--- config.mk ---
export PLATFORM = sky130hd
export DESIGN_NAME = fpu_wb_cmdq_flat
export DESIGN_NICKNAME = d
export VERILOG_FILES = /design/src/rtl/fpu_wb_cmdq_if.sv /design/src/rtl/fpu_wb_cmdq.sv /design/src/flat_wrapper.sv
export SDC_FILE = /design/constraint.sdc
export NUM_CORES = 1
export LEC_CHECK = 0
export ABC_AREA = 0
export ABC_CLOCK_PERIOD_IN_PS = 6300
export CORE_ASPECT_RATIO = 1.75
export CORE_MARGIN = 2
export CORE_UTILIZATION = 50
export DETAILED_ROUTE_END_ITERATION = 7
export HOLD_SLACK_MARGIN = 0.03
export PLACE_DENSITY = 0.7
export SYNTH_ARGS = -nofsm -noshare
export SYNTH_HDL_FRONTEND = slang
export SYNTH_SLANG_ARGS = --single-unit
--- constraint.sdc ---
create_clock -name wb_clk_i -period 6.3 [get_ports wb_clk_i]
set_input_delay 1.26 -clock wb_clk_i [delete_from_list [all_inputs] [get_ports wb_clk_i]]
set_output_delay 1.26 -clock wb_clk_i [all_outputs]
set_load 0.05 [all_outputs]
--- src/rtl/fpu_wb_cmdq_if.sv ---
// fpu_wb_cmdq_if: Wishbone slave bus plus FPU request/response handshake for fpu_wb_cmdq.
interface fpu_wb_cmdq_if #(
   parameter int DATA_W = 32,
   parameter int OP_W   = 4,
   parameter int FLAG_W = 5
);
   logic              wbs_stb_i;
   logic              wbs_cyc_i;
   logic              wbs_we_i;
   logic [3:0]        wbs_sel_i;
   logic [31:0]       wbs_adr_i;
   logic [31:0]       wbs_dat_i;
   logic              wbs_ack_o;
   logic [31:0]       wbs_dat_o;
   logic              fpu_req_valid_o;
   logic              fpu_req_ready_i;
   logic [OP_W-1:0]   fpu_op_o;
   logic [DATA_W-1:0] fpu_opa_o;
   logic [DATA_W-1:0] fpu_opb_o;
   logic              fpu_rsp_valid_i;
   logic [DATA_W-1:0] fpu_result_i;
   logic [FLAG_W-1:0] fpu_flags_i;
   modport slave (
      input  wbs_stb_i, wbs_cyc_i, wbs_we_i, wbs_sel_i, wbs_adr_i, wbs_dat_i,
      input  fpu_req_ready_i, fpu_rsp_valid_i, fpu_result_i, fpu_flags_i,
      output wbs_ack_o, wbs_dat_o, fpu_req_valid_o, fpu_op_o, fpu_opa_o, fpu_opb_o
   );
   modport master (
      output wbs_stb_i, wbs_cyc_i, wbs_we_i, wbs_sel_i, wbs_adr_i, wbs_dat_i,
      output fpu_req_ready_i, fpu_rsp_valid_i, fpu_result_i, fpu_flags_i,
      input  wbs_ack_o, wbs_dat_o, fpu_req_valid_o, fpu_op_o, fpu_opa_o, fpu_opb_o
   );
endinterface

--- src/rtl/fpu_wb_cmdq.sv ---
// fpu_wb_cmdq: Wishbone command/result queue feeding a single-issue FPU core.
module fpu_wb_cmdq #(
   parameter int          DATA_W   = 32,
   parameter int          OP_W     = 4,
   parameter int          FLAG_W   = 5,
   parameter int          DEPTH    = 4,
   parameter logic [31:0] BASE_ADR = 32'h3000_0000
) (
   input  logic         wb_clk_i,
   input  logic         wb_rst_ni,
   fpu_wb_cmdq_if.slave bus,
   output logic         irq_o
);
   localparam int AW = $clog2(DEPTH);
   localparam int CW = AW + 1;
   localparam logic [CW-1:0] FULL = CW'(DEPTH);
   typedef enum logic [1:0] {IDLE, ISSUE, WAIT} state_t;
   state_t            state_q;
   logic [31:0]       opa_q, opa_d, opb_q, opb_d, dat_q, dat_d, rdata, status;
   logic              ack_q, irq_q, irq_en_q, irq_en_d, ovf_q, ovf_d, unf_q, unf_d, valid_q;
   logic [OP_W-1:0]   op_q;
   logic [DATA_W-1:0] iss_a_q, iss_b_q;
   logic [OP_W-1:0]   cmd_op_q [DEPTH];
   logic [DATA_W-1:0] cmd_a_q [DEPTH];
   logic [DATA_W-1:0] cmd_b_q [DEPTH];
   logic [DATA_W-1:0] res_q [DEPTH];
   logic [FLAG_W-1:0] flg_q [DEPTH];
   logic [AW-1:0]     cwp_q, crp_q, rwp_q, rrp_q;
   logic [CW-1:0]     ccnt_q, ccnt_d, rcnt_q, rcnt_d;
   logic [7:0]        off;
   logic              acc, wr, rd, cmd_wr, cmd_full, cmd_push, cmd_pop;
   logic              rsp_rd, rsp_empty, rsp_push, rsp_pop, st_wr;

   function automatic logic [31:0] lanes(input logic [31:0] old, input logic [31:0] dat,
                                         input logic [3:0] sel);
      logic [31:0] r;
      r = old;
      for (int b = 0; b < 4; b++) if (sel[b]) r[8*b +: 8] = dat[8*b +: 8];
      return r;
   endfunction

   // ack_q blocks a second access while the master still holds its strobe
   assign off       = bus.wbs_adr_i[7:0];
   assign acc       = bus.wbs_cyc_i & bus.wbs_stb_i & (bus.wbs_adr_i[31:8] == BASE_ADR[31:8]) & ~ack_q;
   assign wr        = acc & bus.wbs_we_i;
   assign rd        = acc & ~bus.wbs_we_i;
   assign cmd_full  = ccnt_q == FULL;
   assign cmd_pop   = valid_q & bus.fpu_req_ready_i;
   assign cmd_wr    = wr & (off == 8'h08);
   assign cmd_push  = cmd_wr & (~cmd_full | cmd_pop);
   assign rsp_empty = rcnt_q == '0;
   assign rsp_rd    = rd & (off == 8'h0C);
   assign rsp_pop   = rsp_rd & ~rsp_empty;
   assign rsp_push  = (state_q == WAIT) & bus.fpu_rsp_valid_i;
   assign st_wr     = wr & (off == 8'h14) & bus.wbs_sel_i[2];

   always_comb begin
      opa_d    = (wr && off == 8'h00) ? lanes(opa_q, bus.wbs_dat_i, bus.wbs_sel_i) : opa_q;
      opb_d    = (wr && off == 8'h04) ? lanes(opb_q, bus.wbs_dat_i, bus.wbs_sel_i) : opb_q;
      irq_en_d = (wr && off == 8'h18 && bus.wbs_sel_i[0]) ? bus.wbs_dat_i[0] : irq_en_q;
      ovf_d    = (cmd_wr & cmd_full & ~cmd_pop) | (ovf_q & ~(st_wr & bus.wbs_dat_i[17]));
      unf_d    = (rsp_rd & rsp_empty) | (unf_q & ~(st_wr & bus.wbs_dat_i[18]));
      ccnt_d   = ccnt_q + CW'(cmd_push) - CW'(cmd_pop);
      rcnt_d   = rcnt_q + CW'(rsp_push) - CW'(rsp_pop);
      status   = {13'b0, unf_q, ovf_q, state_q != IDLE, 4'b0, 4'(rcnt_q), 4'b0, 4'(ccnt_q)};
      rdata    = (off == 8'h00) ? opa_q :
                 (off == 8'h04) ? opb_q :
                 (off == 8'h0C) ? (rsp_empty ? 32'b0 : 32'(res_q[rrp_q])) :
                 (off == 8'h10) ? (rsp_empty ? 32'b0 : 32'(flg_q[rrp_q])) :
                 (off == 8'h14) ? status :
                 (off == 8'h18) ? {31'b0, irq_en_q} : 32'b0;
      dat_d    = rd ? rdata : 32'b0;
   end

   always_ff @(posedge wb_clk_i or negedge wb_rst_ni) begin
      if (!wb_rst_ni) begin
         ack_q    <= 1'b0;
         dat_q    <= '0;
         opa_q    <= '0;
         opb_q    <= '0;
         irq_en_q <= 1'b0;
         irq_q    <= 1'b0;
         ovf_q    <= 1'b0;
         unf_q    <= 1'b0;
         ccnt_q   <= '0;
         rcnt_q   <= '0;
         cwp_q    <= '0;
         crp_q    <= '0;
         rwp_q    <= '0;
         rrp_q    <= '0;
         for (int i = 0; i < DEPTH; i++) begin
            cmd_op_q[i] <= '0;
            cmd_a_q[i]  <= '0;
            cmd_b_q[i]  <= '0;
            res_q[i]    <= '0;
            flg_q[i]    <= '0;
         end
      end else begin
         ack_q    <= acc;
         dat_q    <= dat_d;
         opa_q    <= opa_d;
         opb_q    <= opb_d;
         irq_en_q <= irq_en_d;
         irq_q    <= irq_en_q & ~rsp_empty;
         ovf_q    <= ovf_d;
         unf_q    <= unf_d;
         ccnt_q   <= ccnt_d;
         rcnt_q   <= rcnt_d;
         if (cmd_push) begin
            cmd_op_q[cwp_q] <= bus.wbs_dat_i[OP_W-1:0];
            cmd_a_q[cwp_q]  <= DATA_W'(opa_q);
            cmd_b_q[cwp_q]  <= DATA_W'(opb_q);
            cwp_q           <= cwp_q + AW'(1);
         end
         if (cmd_pop) crp_q <= crp_q + AW'(1);
         if (rsp_push) begin
            res_q[rwp_q] <= bus.fpu_result_i;
            flg_q[rwp_q] <= bus.fpu_flags_i;
            rwp_q        <= rwp_q + AW'(1);
         end
         if (rsp_pop) rrp_q <= rrp_q + AW'(1);
      end
   end

   // Issue only with a free result slot, so a returning result always has room
   always_ff @(posedge wb_clk_i or negedge wb_rst_ni) begin
      if (!wb_rst_ni) begin
         state_q <= IDLE;
         valid_q <= 1'b0;
         op_q    <= '0;
         iss_a_q <= '0;
         iss_b_q <= '0;
      end else begin
         case (state_q)
            IDLE:
               if (ccnt_q != '0 && rcnt_q != FULL) begin
                  state_q <= ISSUE;
                  valid_q <= 1'b1;
                  op_q    <= cmd_op_q[crp_q];
                  iss_a_q <= cmd_a_q[crp_q];
                  iss_b_q <= cmd_b_q[crp_q];
               end
            ISSUE:
               if (bus.fpu_req_ready_i) begin
                  state_q <= WAIT;
                  valid_q <= 1'b0;
               end
            WAIT:
               if (bus.fpu_rsp_valid_i) state_q <= IDLE;
            default: state_q <= IDLE;
         endcase
      end
   end

   assign bus.wbs_ack_o       = ack_q;
   assign bus.wbs_dat_o       = dat_q;
   assign bus.fpu_req_valid_o = valid_q;
   assign bus.fpu_op_o        = op_q;
   assign bus.fpu_opa_o       = iss_a_q;
   assign bus.fpu_opb_o       = iss_b_q;
   assign irq_o               = irq_q;
endmodule
--- src/flat_wrapper.sv ---
// flat-port wrapper written by rule: the top's interface ports become plain ports
module fpu_wb_cmdq_flat 
#(
   parameter int          DATA_W   = 32,
   parameter int          OP_W     = 4,
   parameter int          FLAG_W   = 5,
   parameter int          DEPTH    = 4,
   parameter logic [31:0] BASE_ADR = 32'h3000_0000
)
  (wb_clk_i, wb_rst_ni, irq_o, bus_wbs_stb_i, bus_wbs_cyc_i, bus_wbs_we_i, bus_wbs_sel_i, bus_wbs_adr_i, bus_wbs_dat_i, bus_fpu_req_ready_i, bus_fpu_rsp_valid_i, bus_fpu_result_i, bus_fpu_flags_i, bus_wbs_ack_o, bus_wbs_dat_o, bus_fpu_req_valid_o, bus_fpu_op_o, bus_fpu_opa_o, bus_fpu_opb_o);
  fpu_wb_cmdq_if #(.DATA_W(DATA_W), .OP_W(OP_W), .FLAG_W(FLAG_W)) bus_i ();
  input  logic wb_clk_i;
  input  logic wb_rst_ni;
  output logic irq_o;
  input wire logic [$bits(bus_i.wbs_stb_i)-1:0] bus_wbs_stb_i;
  input wire logic [$bits(bus_i.wbs_cyc_i)-1:0] bus_wbs_cyc_i;
  input wire logic [$bits(bus_i.wbs_we_i)-1:0] bus_wbs_we_i;
  input wire logic [$bits(bus_i.wbs_sel_i)-1:0] bus_wbs_sel_i;
  input wire logic [$bits(bus_i.wbs_adr_i)-1:0] bus_wbs_adr_i;
  input wire logic [$bits(bus_i.wbs_dat_i)-1:0] bus_wbs_dat_i;
  input wire logic [$bits(bus_i.fpu_req_ready_i)-1:0] bus_fpu_req_ready_i;
  input wire logic [$bits(bus_i.fpu_rsp_valid_i)-1:0] bus_fpu_rsp_valid_i;
  input wire logic [$bits(bus_i.fpu_result_i)-1:0] bus_fpu_result_i;
  input wire logic [$bits(bus_i.fpu_flags_i)-1:0] bus_fpu_flags_i;
  output wire logic [$bits(bus_i.wbs_ack_o)-1:0] bus_wbs_ack_o;
  output wire logic [$bits(bus_i.wbs_dat_o)-1:0] bus_wbs_dat_o;
  output wire logic [$bits(bus_i.fpu_req_valid_o)-1:0] bus_fpu_req_valid_o;
  output wire logic [$bits(bus_i.fpu_op_o)-1:0] bus_fpu_op_o;
  output wire logic [$bits(bus_i.fpu_opa_o)-1:0] bus_fpu_opa_o;
  output wire logic [$bits(bus_i.fpu_opb_o)-1:0] bus_fpu_opb_o;
  assign bus_i.wbs_stb_i = bus_wbs_stb_i;
  assign bus_i.wbs_cyc_i = bus_wbs_cyc_i;
  assign bus_i.wbs_we_i = bus_wbs_we_i;
  assign bus_i.wbs_sel_i = bus_wbs_sel_i;
  assign bus_i.wbs_adr_i = bus_wbs_adr_i;
  assign bus_i.wbs_dat_i = bus_wbs_dat_i;
  assign bus_i.fpu_req_ready_i = bus_fpu_req_ready_i;
  assign bus_i.fpu_rsp_valid_i = bus_fpu_rsp_valid_i;
  assign bus_i.fpu_result_i = bus_fpu_result_i;
  assign bus_i.fpu_flags_i = bus_fpu_flags_i;
  assign bus_wbs_ack_o = bus_i.wbs_ack_o;
  assign bus_wbs_dat_o = bus_i.wbs_dat_o;
  assign bus_fpu_req_valid_o = bus_i.fpu_req_valid_o;
  assign bus_fpu_op_o = bus_i.fpu_op_o;
  assign bus_fpu_opa_o = bus_i.fpu_opa_o;
  assign bus_fpu_opb_o = bus_i.fpu_opb_o;
  fpu_wb_cmdq #(.DATA_W(DATA_W), .OP_W(OP_W), .FLAG_W(FLAG_W), .DEPTH(DEPTH), .BASE_ADR(BASE_ADR)) u_core (.wb_clk_i(wb_clk_i), .wb_rst_ni(wb_rst_ni), .bus(bus_i), .irq_o(irq_o));
endmodule
After elaboration in Yosys (flattened, before gate mapping):

Cells that the tools add are included.

* flip-flop bits (word level): 606
* bits of input ports: 112
* output and inout port bits: 103
* logic and storage cells: 176

* add/subtract/negate cells: 8
* $lt $le $gt $ge: 6
* equal/unequal tests: 14
* multiplexer cells: 44
* bitwise gates (word level): 35
* reductions and logical operators: 24

Operators with widths (count)
* $mux W32: 15
* $bwmux W128: 3
* $bmux W32 S2: 3
* $demux W32 S2: 2
* $eq A24 B22 Y1 const B: 1
* $eq A8 B5 Y1 const B: 3
* $and A1 B1 Y1: 21
* $bwmux W20: 1
* $mux W5: 4
* $reduce_and A2 Y1: 9
* $bwmux W16: 1
* $eq A8 B4 Y1 const B: 2
* $ge A3 B3 Y1 const B: 4
* $mux W4: 3
* $not A2 Y3: 4
* $bmux W5 S2: 1
* $demux W5 S2: 1
* $add A2 B1 Y2 const B: 4
* $bmux W4 S2: 1
* $demux W4 S2: 1
* $eq A8 B3 Y1 const B: 1
* $logic_not A8 Y1: 1
* $logic_and A1 B1 Y1: 7
* $not A1 Y1: 7
* 19 further kinds: 31

Depth between registers and ports, before layout:

Gate-level depths: netlist of run 1.

* depth after elaboration: 10
* gate-level depth with buffers: 14

Worst setup path after synthesis of run 1:

OpenSTA, ideal clock, no wires.

* path kind: input -> register
* start: input bus_wbs_adr_i[24]
* end: register u_core.rcnt_q[2]
* library setup time: 0.127 ns
* arrival time: 3.727 ns
* required time: 6.173 ns
* slack: 2.446 ns
* stages on the path: 14
* cell sequence: nor4_1 -> nand4_1 -> buf_6 -> or2_2 -> clkbuf_1 -> clkbuf_1 -> nor2_1 -> ha_1 -> inv_1 -> ha_1 -> inv_1 -> fa_1 -> xnor2_1 -> xnor2_1

* cells in the longest elaborated chain, start to end: 7

RTL lines
* start: declaration: line flat_wrapper.sv:19 `input wire logic [$bits(bus_i.wbs_adr_i)-1:0] bus_wbs_adr_i;`
* $eq A24 B22 Y1: line fpu_wb_cmdq.sv:44 `assign acc = bus.wbs_cyc_i & bus.wbs_stb_i & (bus.wbs_adr_i[31:8] == BASE_ADR[31:8]) & ~ack_q;`
* $and A1 B1 Y1 (2 in a row): line fpu_wb_cmdq.sv:44
* $and A1 B1 Y1: line fpu_wb_cmdq.sv:46 `assign rd = acc & ~bus.wbs_we_i;`
* $and A1 B1 Y1: line fpu_wb_cmdq.sv:52 `assign rsp_rd = rd & (off == 8'h0C);`
* $and A1 B1 Y1: line fpu_wb_cmdq.sv:53 `assign rsp_pop = rsp_rd & ~rsp_empty;`
* named net u_core.rsp_pop: line fpu_wb_cmdq.sv:32 `logic rsp_rd, rsp_empty, rsp_push, rsp_pop, st_wr;`
* $sub A3 B1 Y3: line fpu_wb_cmdq.sv:64 `rcnt_d = rcnt_q + CW'(rsp_push) - CW'(rsp_pop);`
* named net u_core.rcnt_d[2]: line fpu_wb_cmdq.sv:29 `logic [CW-1:0] ccnt_q, ccnt_d, rcnt_q, rcnt_d;`
* end signal: assignment: line fpu_wb_cmdq.sv:108 `rcnt_q <= rcnt_d;`
* end: declaration: line fpu_wb_cmdq.sv:29

The timed path passes the listed nets, and every way through them passes these cells.
A chain may end at the register's enable or synchronous reset.

Worst setup path after layout of run 1:

* start: input bus_wbs_adr_i[3]
* end: register u_core.cmd_b_q[42] in the netlist's numbering

* cells in the longest elaborated chain, start to end: 3

RTL lines
* $eq A8 B4 Y1: line fpu_wb_cmdq.sv:49 `assign cmd_wr = wr & (off == 8'h08);`
* $and A1 B1 Y1: line fpu_wb_cmdq.sv:49
* $and A1 B1 Y1: line fpu_wb_cmdq.sv:50 `assign cmd_push = cmd_wr & (~cmd_full | cmd_pop);`
* end signal: indexed assignment: line fpu_wb_cmdq.sv:112 `cmd_b_q[cwp_q] <= DATA_W'(opb_q);`
* end: declaration: line fpu_wb_cmdq.sv:25 `logic [DATA_W-1:0] cmd_b_q [DEPTH];`

Every way passes these cells.

==> flow_metrics.tcl, run 1 <==
set metrics [dict create \
    totalNegativeSetupSlack_ns 0 \
    cts.htree.levels 2 \
    final_max_slew_viol_count 0 \
    clock_network_power_share_pct 34.0 \
    avgRoutedWirePerCell_microns 24.23 \
    dp_hpwl_microns 41070 \
    irDropWorstVdd_uv 277.2 \
    grt_start_max_net_pins 181 \
    synth_fa_ha_area_share_pct 0.7317 \
    part_of_the_cycle_the_worst_path_needs_pct 65.75 \
    placementRows 110 \
    core_area_sq_um 51470 \
    sequential_fraction_of_design_power_pct 48.4 \
    port_buffer_count 214 \
    critical_path.slowest_cell "sky130_fd_sc_hd__clkdlybuf4s50_1" \
    clkTransAtPathRegs_ns 0.07 \
    io_pins 215 \
    run_status "finished, final reports clean" \
    power.share.combinational_pct 17.6 \
    die-width_microns 176.4 \
    syn_inst 1593 \
    critical_path.max_stage_delay_ns 0.86 \
    crit_required_ns 6.77 \
    timing.final.hold_violations 0 \
    setup_slack_placement_ns 1.587 \
    synth.lib_cells_used.distinct 52 \
    worstPathCellList "clkdlybuf4s50_1 -> nor4b_1 -> and3_1 -> nand4bb_4 -> buf_4 -> mux2_2" \
    grtUsageMet1_pct 30.24 \
    global_route.usage.total_pct 23.00 \
    post_synthesis_sequential_element_count 606 \
    synth-simple-area-share_pct 3.163 \
    power.switching_w 0.002559 \
    post_cts.resized_instances 0 \
    cts_hold_buf 0 \
    globalRouteMet2Util_pct 39.81 \
    power_leakage_nw 14.46 \
    post-cts-setup-buffers 0 \
    slew_headroom_pct 25.28 \
    worst_hold_path.num_cells 1 \
    async_reset_ff_share_pct 100.0 \
    drv.max_cap_violation_count 0 \
    syn-num-nets 1719 \
    postSynthAreaPerCell_sq_um 16.32 \
    finalWeightedCongestion 0.8782 \
    dominant_register_cell_in_the_synthesized_netlist "sky130_fd_sc_hd__dfrtp_1" \
    final-setup-viol-count 0 \
    internal_power_w 0.007219 \
    period_needed_ns 4.142 \
    grt_pass1_vias 15970 \
    die_y_microns 305.6 \
    num-nets-final 1910 \
    largest_family_of_logic_cells_by_synthesized_area "multiplexers" \
    synth_compound_gate_area_share_pct 2.166 \
    initial_core_util_pct 50.49 \
    synth-seq-area-share_pct 58.34 \
    synth_enable_flop_cells 0 \
    max_freq_mhz 241.4 \
    ant_nets 0 \
    grt_most_used_layer "met2" \
    globalRouteMet3Util_pct 2.861 \
    reg2reg_depth 11 \
    initialDrtViolationCount 980 \
    yosysWarningCount 0 \
    kind_of_path_behind_the_tightest_hold_check "reg -> reg" \
    layout-drive-gt1-share_pct 43.83 \
    clock-sinks 606 \
    critical_path_class "in -> reg" \
    timing.critical_path.arrival_ns 4.61 \
    cts_tree "yes" \
    timing.critical_path.fanout_max 35 \
    cts_made_buffers 52 \
    post_synth_xor_area_fraction_pct 0.3370 \
    fin_ws_ns 2.158 \
    finalClockSkew_ns 0.02268 \
    setup_repair_after_global_routing_missed_its_margin "false" \
    grt_pass1_wl_microns 94610 \
    synth_top_area_share_pct 58.34 \
    synth_top_area_cell "sky130_fd_sc_hd__dfrtp_1" \
    post-route-drc-count 0 \
    clockRootBuffer "sky130_fd_sc_hd__clkbuf_16" \
    multiplexer_share_of_the_synthesized_area_pct 33.10 \
    antenna_found_initial 1 \
    p_per_area_nw_per_um2 319.7 \
    gr-total-overflow 0 \
    reg2reg_slack_ns 3.06 \
    startpoint_kind_of_the_worst_setup_timing_path "primary input" \
    final_core_util_pct 59.41 \
    sw_frac_of_total_pct 26.17 \
    clock_path_buffers 3 \
    drt-total-wl_microns 60490 \
    fillCellCount 4011 \
    final-instance-count-excl-fill 2496 \
    dp_cells 2402 \
    drtPass1Iterations 6 \
    end_kind "flip-flop" \
    timing_worst_slew_pin_value_ns 1.117 \
    clk-insertion-delay-late_ns 0.59 \
    dr_total_vias 14700 \
    synth_area_leaders "sky130_fd_sc_hd__dfrtp_1, sky130_fd_sc_hd__mux2_2, sky130_fd_sc_hd__mux4_2" \
    syn_to_final_growth_pct 17.67 \
    syn_area_sq_um 25990 \
    routed_via_density 5.888 \
    die-area_sq_um 53890 \
]
stage by stage:
stage,hold slack (ns),total power [W],cell area (sq um)
2_1_floorplan,0.4529,0.005916,25990
3_3_place_gp,0.4810,0.006463,28810
3_5_place_dp,0.4875,0.006552,28810
4_1_cts,0.5020,0.009884,30580
5_1_grt,0.5107,0.01020,30580
6_report,0.4999,0.009778,30580
cell usage in the layout (no fill, tap or decap), types with 9 or more instances in the layout:
cell,instances
sky130_fd_sc_hd__clkinv_2,9
sky130_fd_sc_hd__clkbuf_16,53
sky130_fd_sc_hd__nor2_1,36
sky130_fd_sc_hd__clkbuf_1,9
sky130_fd_sc_hd__nor4_4,10
sky130_fd_sc_hd__a222oi_1,29
sky130_fd_sc_hd__nand4_1,11
sky130_fd_sc_hd__ha_1,12
sky130_fd_sc_hd__buf_4,20
sky130_fd_sc_hd__inv_1,16
sky130_fd_sc_hd__nand2_1,13
sky130_fd_sc_hd__mux2_2,554
sky130_fd_sc_hd__nor4_1,9
sky130_fd_sc_hd__clkdlybuf4s50_1,213
sky130_fd_sc_hd__clkbuf_8,10
sky130_fd_sc_hd__mux4_2,105
sky130_fd_sc_hd__dfrtp_1,602
critical path, delay by kind of cell:
family                 cells  cell delay (ns)
muxes                      1             0.33
buffers and inverters      2             1.44
and+or+nand+nor            3             1.57
final cells by class:
cell class	count	area [sq um]	share of cell area [%]
clock buffers	72	1498	4.897
inverters	16	60.06	0.1964
flip-flops and latches	606	15170	49.61
repair buffers	238	2377	7.773
clock inverters	21	272.8	0.8919
diodes	1	2.502	0.008182
multi-input cells	870	10360	33.87
well taps	672	840.8	2.749
routing by layer:
| layer | share of wire (%) | wire (microns) | vias up |
|---|---|---|---|
| met4 | 2.8 | 1718 | 2 |
| li1 | - | - | 6345 |
| met5 | 0.026 | 16 | - |
| met3 | 4.4 | 2658 | 84 |
| met1 | 41 | 24880 | 7877 |
| met2 | 52 | 31210 | 389 |
sequential cells by signal (all words and copies together), names as in the netlist, 3 cells and up:
register,flops
u_core.rcnt_q,3
u_core.cmd_op_q,16
u_core.opb_q,32
u_core.cmd_a_q,128
u_core.flg_q,20
u_core.bus.fpu_opa_o,32
u_core.opa_q,32
u_core.ccnt_q,3
u_core.res_q,128
u_core.cmd_b_q,128
u_core.bus.fpu_opb_o,32
u_core.bus.fpu_op_o,4
u_core.bus.wbs_dat_o,32
path summary, 6_finish.rpt:
path                                      start                  to
setup / recovery               bus_wbs_adr_i[3]  u_core.cmd_b_q[42]
hold / removal                  u_core.flg_q[3]     u_core.flg_q[3]
setup reg to reg           u_core.bus.wbs_ack_o    u_core.rcnt_q[2]
hold reg to reg                 u_core.flg_q[3]     u_core.flg_q[3]
max in group asynchronous             wb_rst_ni  u_core.cmd_b_q[86]
min in group asynchronous             wb_rst_ni     u_core.flg_q[7]
kinds of logic after synthesis:
| kind of cell | after synthesis |
|---|---|
| muxes | 659 |
| xor gates and xnor gates | 10 |
| buffers and inverters | 117 |
| DFF | 606 |
| and+or+nand+nor | 122 |
| adders and majority gates | 14 |
| AOI/OAI and AO/OA | 65 |
cells in the mapped netlist (3+ instances only):
cell type                   number
sky130_fd_sc_hd__o21ai_0         3
sky130_fd_sc_hd__o211a_1         3
sky130_fd_sc_hd__and3_1          3
sky130_fd_sc_hd__a21boi_0        4
sky130_fd_sc_hd__a2111oi_0       3
sky130_fd_sc_hd__a31oi_1         3
sky130_fd_sc_hd__buf_1           9
sky130_fd_sc_hd__nand2_1        17
sky130_fd_sc_hd__nand4_1        11
sky130_fd_sc_hd__buf_6           7
sky130_fd_sc_hd__a211oi_1        9
sky130_fd_sc_hd__xnor2_1         8
sky130_fd_sc_hd__or2_2           3
sky130_fd_sc_hd__nor3_1          4
sky130_fd_sc_hd__inv_1          16
sky130_fd_sc_hd__mux2_2        554
sky130_fd_sc_hd__ha_1           12
sky130_fd_sc_hd__nor4_4         10
sky130_fd_sc_hd__buf_2          29
sky130_fd_sc_hd__nor2b_1         3
sky130_fd_sc_hd__nand3_1         4
sky130_fd_sc_hd__mux4_2        105
sky130_fd_sc_hd__a222oi_1       29
sky130_fd_sc_hd__dfrtp_1       606
sky130_fd_sc_hd__nor2_1         36
sky130_fd_sc_hd__and2_1          3
sky130_fd_sc_hd__buf_4           6
sky130_fd_sc_hd__nor4_1          9
sky130_fd_sc_hd__nand4bb_1       4
sky130_fd_sc_hd__clkbuf_1       49
power by group through the flow:
stage               clock network, W  logic, W  registers [W]
finish                       0.00332   0.00173        0.00473
global route                 0.00355   0.00185        0.00480
CTS                          0.00340   0.00175        0.00474
detailed placement                 0   0.00174        0.00481
global placement                   0   0.00170        0.00476
floorplan                          0   0.00132        0.00459
Note: power is estimated with default switching activity, not from simulation.
==> inputs of run 2 (changes only) <==
- ABC_CLOCK_PERIOD_IN_PS: 6300 -> 4100
- clock period: 6.3 -> 4.1 ns (I/O delays scaled with it)
==> flow_metrics.tcl, run 2 (synthesized netlist as in run 1, its figures left out) <==
set metrics [dict create \
    run_status "finished, final reports clean" \
    top_regs "u_core.cmd_a_q x128, u_core.cmd_b_q x128, u_core.res_q x128" \
    grt_most_used_layer "met2" \
    routed_via_density 5.864 \
    grt_pass1_wl_microns 98160 \
    gr-total-overflow 0 \
    fillCellCount 3954 \
    core_area_sq_um 51470 \
    final_max_slew_viol_count 0 \
    period_needed_ns 3.143 \
    initialDrtViolationCount 915 \
    final-setup-viol-count 0 \
    drtPass1Iterations 5 \
    irDropWorstVdd_uv 532.5 \
    slew_headroom_pct 34.37 \
    layout-drive-gt1-share_pct 45.15 \
    startpoint_kind_of_the_worst_setup_timing_path "primary input" \
    mostFrequentLayoutCell "sky130_fd_sc_hd__dfrtp_1" \
    timing.critical_path.arrival_ns 3.66 \
    globalRouteMet3Util_pct 3.794 \
    reg2reg_depth 11 \
    clk-insertion-delay-late_ns 0.59 \
    totalNegativeSetupSlack_ns 0 \
    cts.htree.levels 2 \
    kind_of_path_behind_the_tightest_hold_check "in -> async" \
    end_kind "flip-flop" \
    r2r_start "u_core.bus.wbs_ack_o" \
    grt_start_max_net_pins 92 \
    critical_path_class "in -> reg" \
    p_per_area_nw_per_um2 486.7 \
    die-area_sq_um 53890 \
    part_of_the_cycle_the_worst_path_needs_pct 76.66 \
    clkTransAtPathRegs_ns 0.07 \
    clockRootBuffer "sky130_fd_sc_hd__clkbuf_16" \
    antenna_cells 0 \
    post_cts.resized_instances 0 \
    drv.max_cap_violation_count 0 \
    crit_required_ns 4.61 \
    post-route-drc-count 0 \
    critical_path.slowest_cell "sky130_fd_sc_hd__nor4b_2" \
    die_y_microns 305.6 \
    timing.final.hold_violations 0 \
    worstPathCellList "clkdlybuf4s50_1 -> nor4b_2 -> nand4_1 -> or2_2 -> nor2_1 -> ha_1 -> inv_1 -> ha_1 -> inv_1 -> fa_1 -> xnor2_1 -> xnor2_1" \
    drt-total-wl_microns 62520 \
    finalClockSkew_ns 0.02310 \
    cp_num_buf_inv 3 \
    ant_nets 0 \
    setup_repair_after_global_routing_missed_its_margin "false" \
    antenna_found_initial 3 \
    avgRoutedWirePerCell_microns 24.64 \
    dp_hpwl_microns 42390 \
    max_freq_mhz 318.1 \
    finalWeightedCongestion 0.8234 \
    io_pins 215 \
    port_buffer_count 214 \
    grt_pass1_vias 16430 \
    critical_path.max_stage_delay_ns 0.52 \
    cts_hold_buf 0 \
    initial_core_util_pct 50.49 \
    clock-sinks 606 \
    grtUsageMet1_pct 29.57 \
    hold-worst-slack_ns 0.2855 \
    syn_to_final_growth_pct 19.04 \
    timing_worst_slew_pin_value_ns 0.9844 \
    cts_made_buffers 54 \
    global_route.usage.total_pct 23.91 \
    clock_path_buffers 3 \
    timing.critical_path.fanout_max 2 \
    post-cts-setup-buffers 0 \
    cts_tree "yes" \
    power_leakage_nw 14.70 \
    num-nets-final 1948 \
    placementRows 110 \
    dr_total_vias 14880 \
    commonest_cells_after_routing_fill_and_taps_aside "sky130_fd_sc_hd__dfrtp_1, sky130_fd_sc_hd__mux2_2, sky130_fd_sc_hd__clkdlybuf4s50_1, sky130_fd_sc_hd__mux4_2, sky130_fd_sc_hd__clkbuf_16" \
    crit-reg2reg-capture "u_core.rcnt_q[2]" \
    reg2reg_slack_ns 1.24 \
    die-width_microns 176.4 \
    path_delay_family "simple AND/OR/NAND/NOR gates" \
    globalRouteMet2Util_pct 42.97 \
]
==> run 2: area by class of cell <==
cell class / count / area [sq um] / area share [%]
clock buffer: 75 / 1572 / 5.079
sequential: 606 / 15170 / 49.04
inverter: 16 / 60.06 / 0.1941
multi-input combinational: 870 / 10360 / 33.48
clock inverter: 24 / 212.7 / 0.6875
timing repair buffer: 274 / 2723 / 8.800
tap: 672 / 840.8 / 2.718
==> run 2: where the power goes <==
group / leakage (nW) / internal [W] / switching, W
Clock: 0.902 / 0.00287 / 0.00222
Sequential: 8.25 / 0.00671 / 0.000498
Combinational: 5.55 / 0.00149 / 0.00127
==> run 2: worst max-delay path by stage <==
stage / start / end / slack, ns / cells after the start
after floorplan: bus_wbs_adr_i[24] / u_core.rcnt_q[2] / 0.69 / 14
after global placement: bus_wbs_adr_i[31] / u_core.rcnt_q[2] / 0.45 / 12
after detailed placement: bus_wbs_adr_i[31] / u_core.rcnt_q[2] / 0.41 / 12
after CTS: bus_wbs_adr_i[31] / u_core.rcnt_q[2] / 1.02 / 12
after global routing: bus_wbs_adr_i[31] / u_core.rcnt_q[2] / 0.81 / 12
final: bus_wbs_adr_i[31] / u_core.rcnt_q[2] / 0.96 / 12
==> run 2: per-stage QoR <==
| stage | instances | area, sq um | util [%] | worst slack (ns) | power [W] |
|---|---|---|---|---|---|
| 6_report | 2537 | 30940 | 60.11 | 0.9568 | 0.01506 |
| 5_1_grt | 2537 | 30940 | 60.11 | 0.8145 | 0.01572 |
| 4_1_cts | 2537 | 30940 | 60.11 | 1.024 | 0.01522 |
| 3_5_place_dp | 2438 | 29160 | 56.64 | 0.4097 | 0.01013 |
| 3_3_place_gp | 2438 | 29160 | 56.64 | 0.4492 | 0.009985 |
| 2_1_floorplan | 1593 | 25990 | - | 0.6861 | 0.009090 |
==> run 2: layer usage <==
layer | part of all wire (%) | wire length [microns]
met5 | 0.069 | 43
met2 | 53 | 33390
met3 | 4.7 | 2931
met1 | 39 | 24490
met4 | 2.6 | 1655
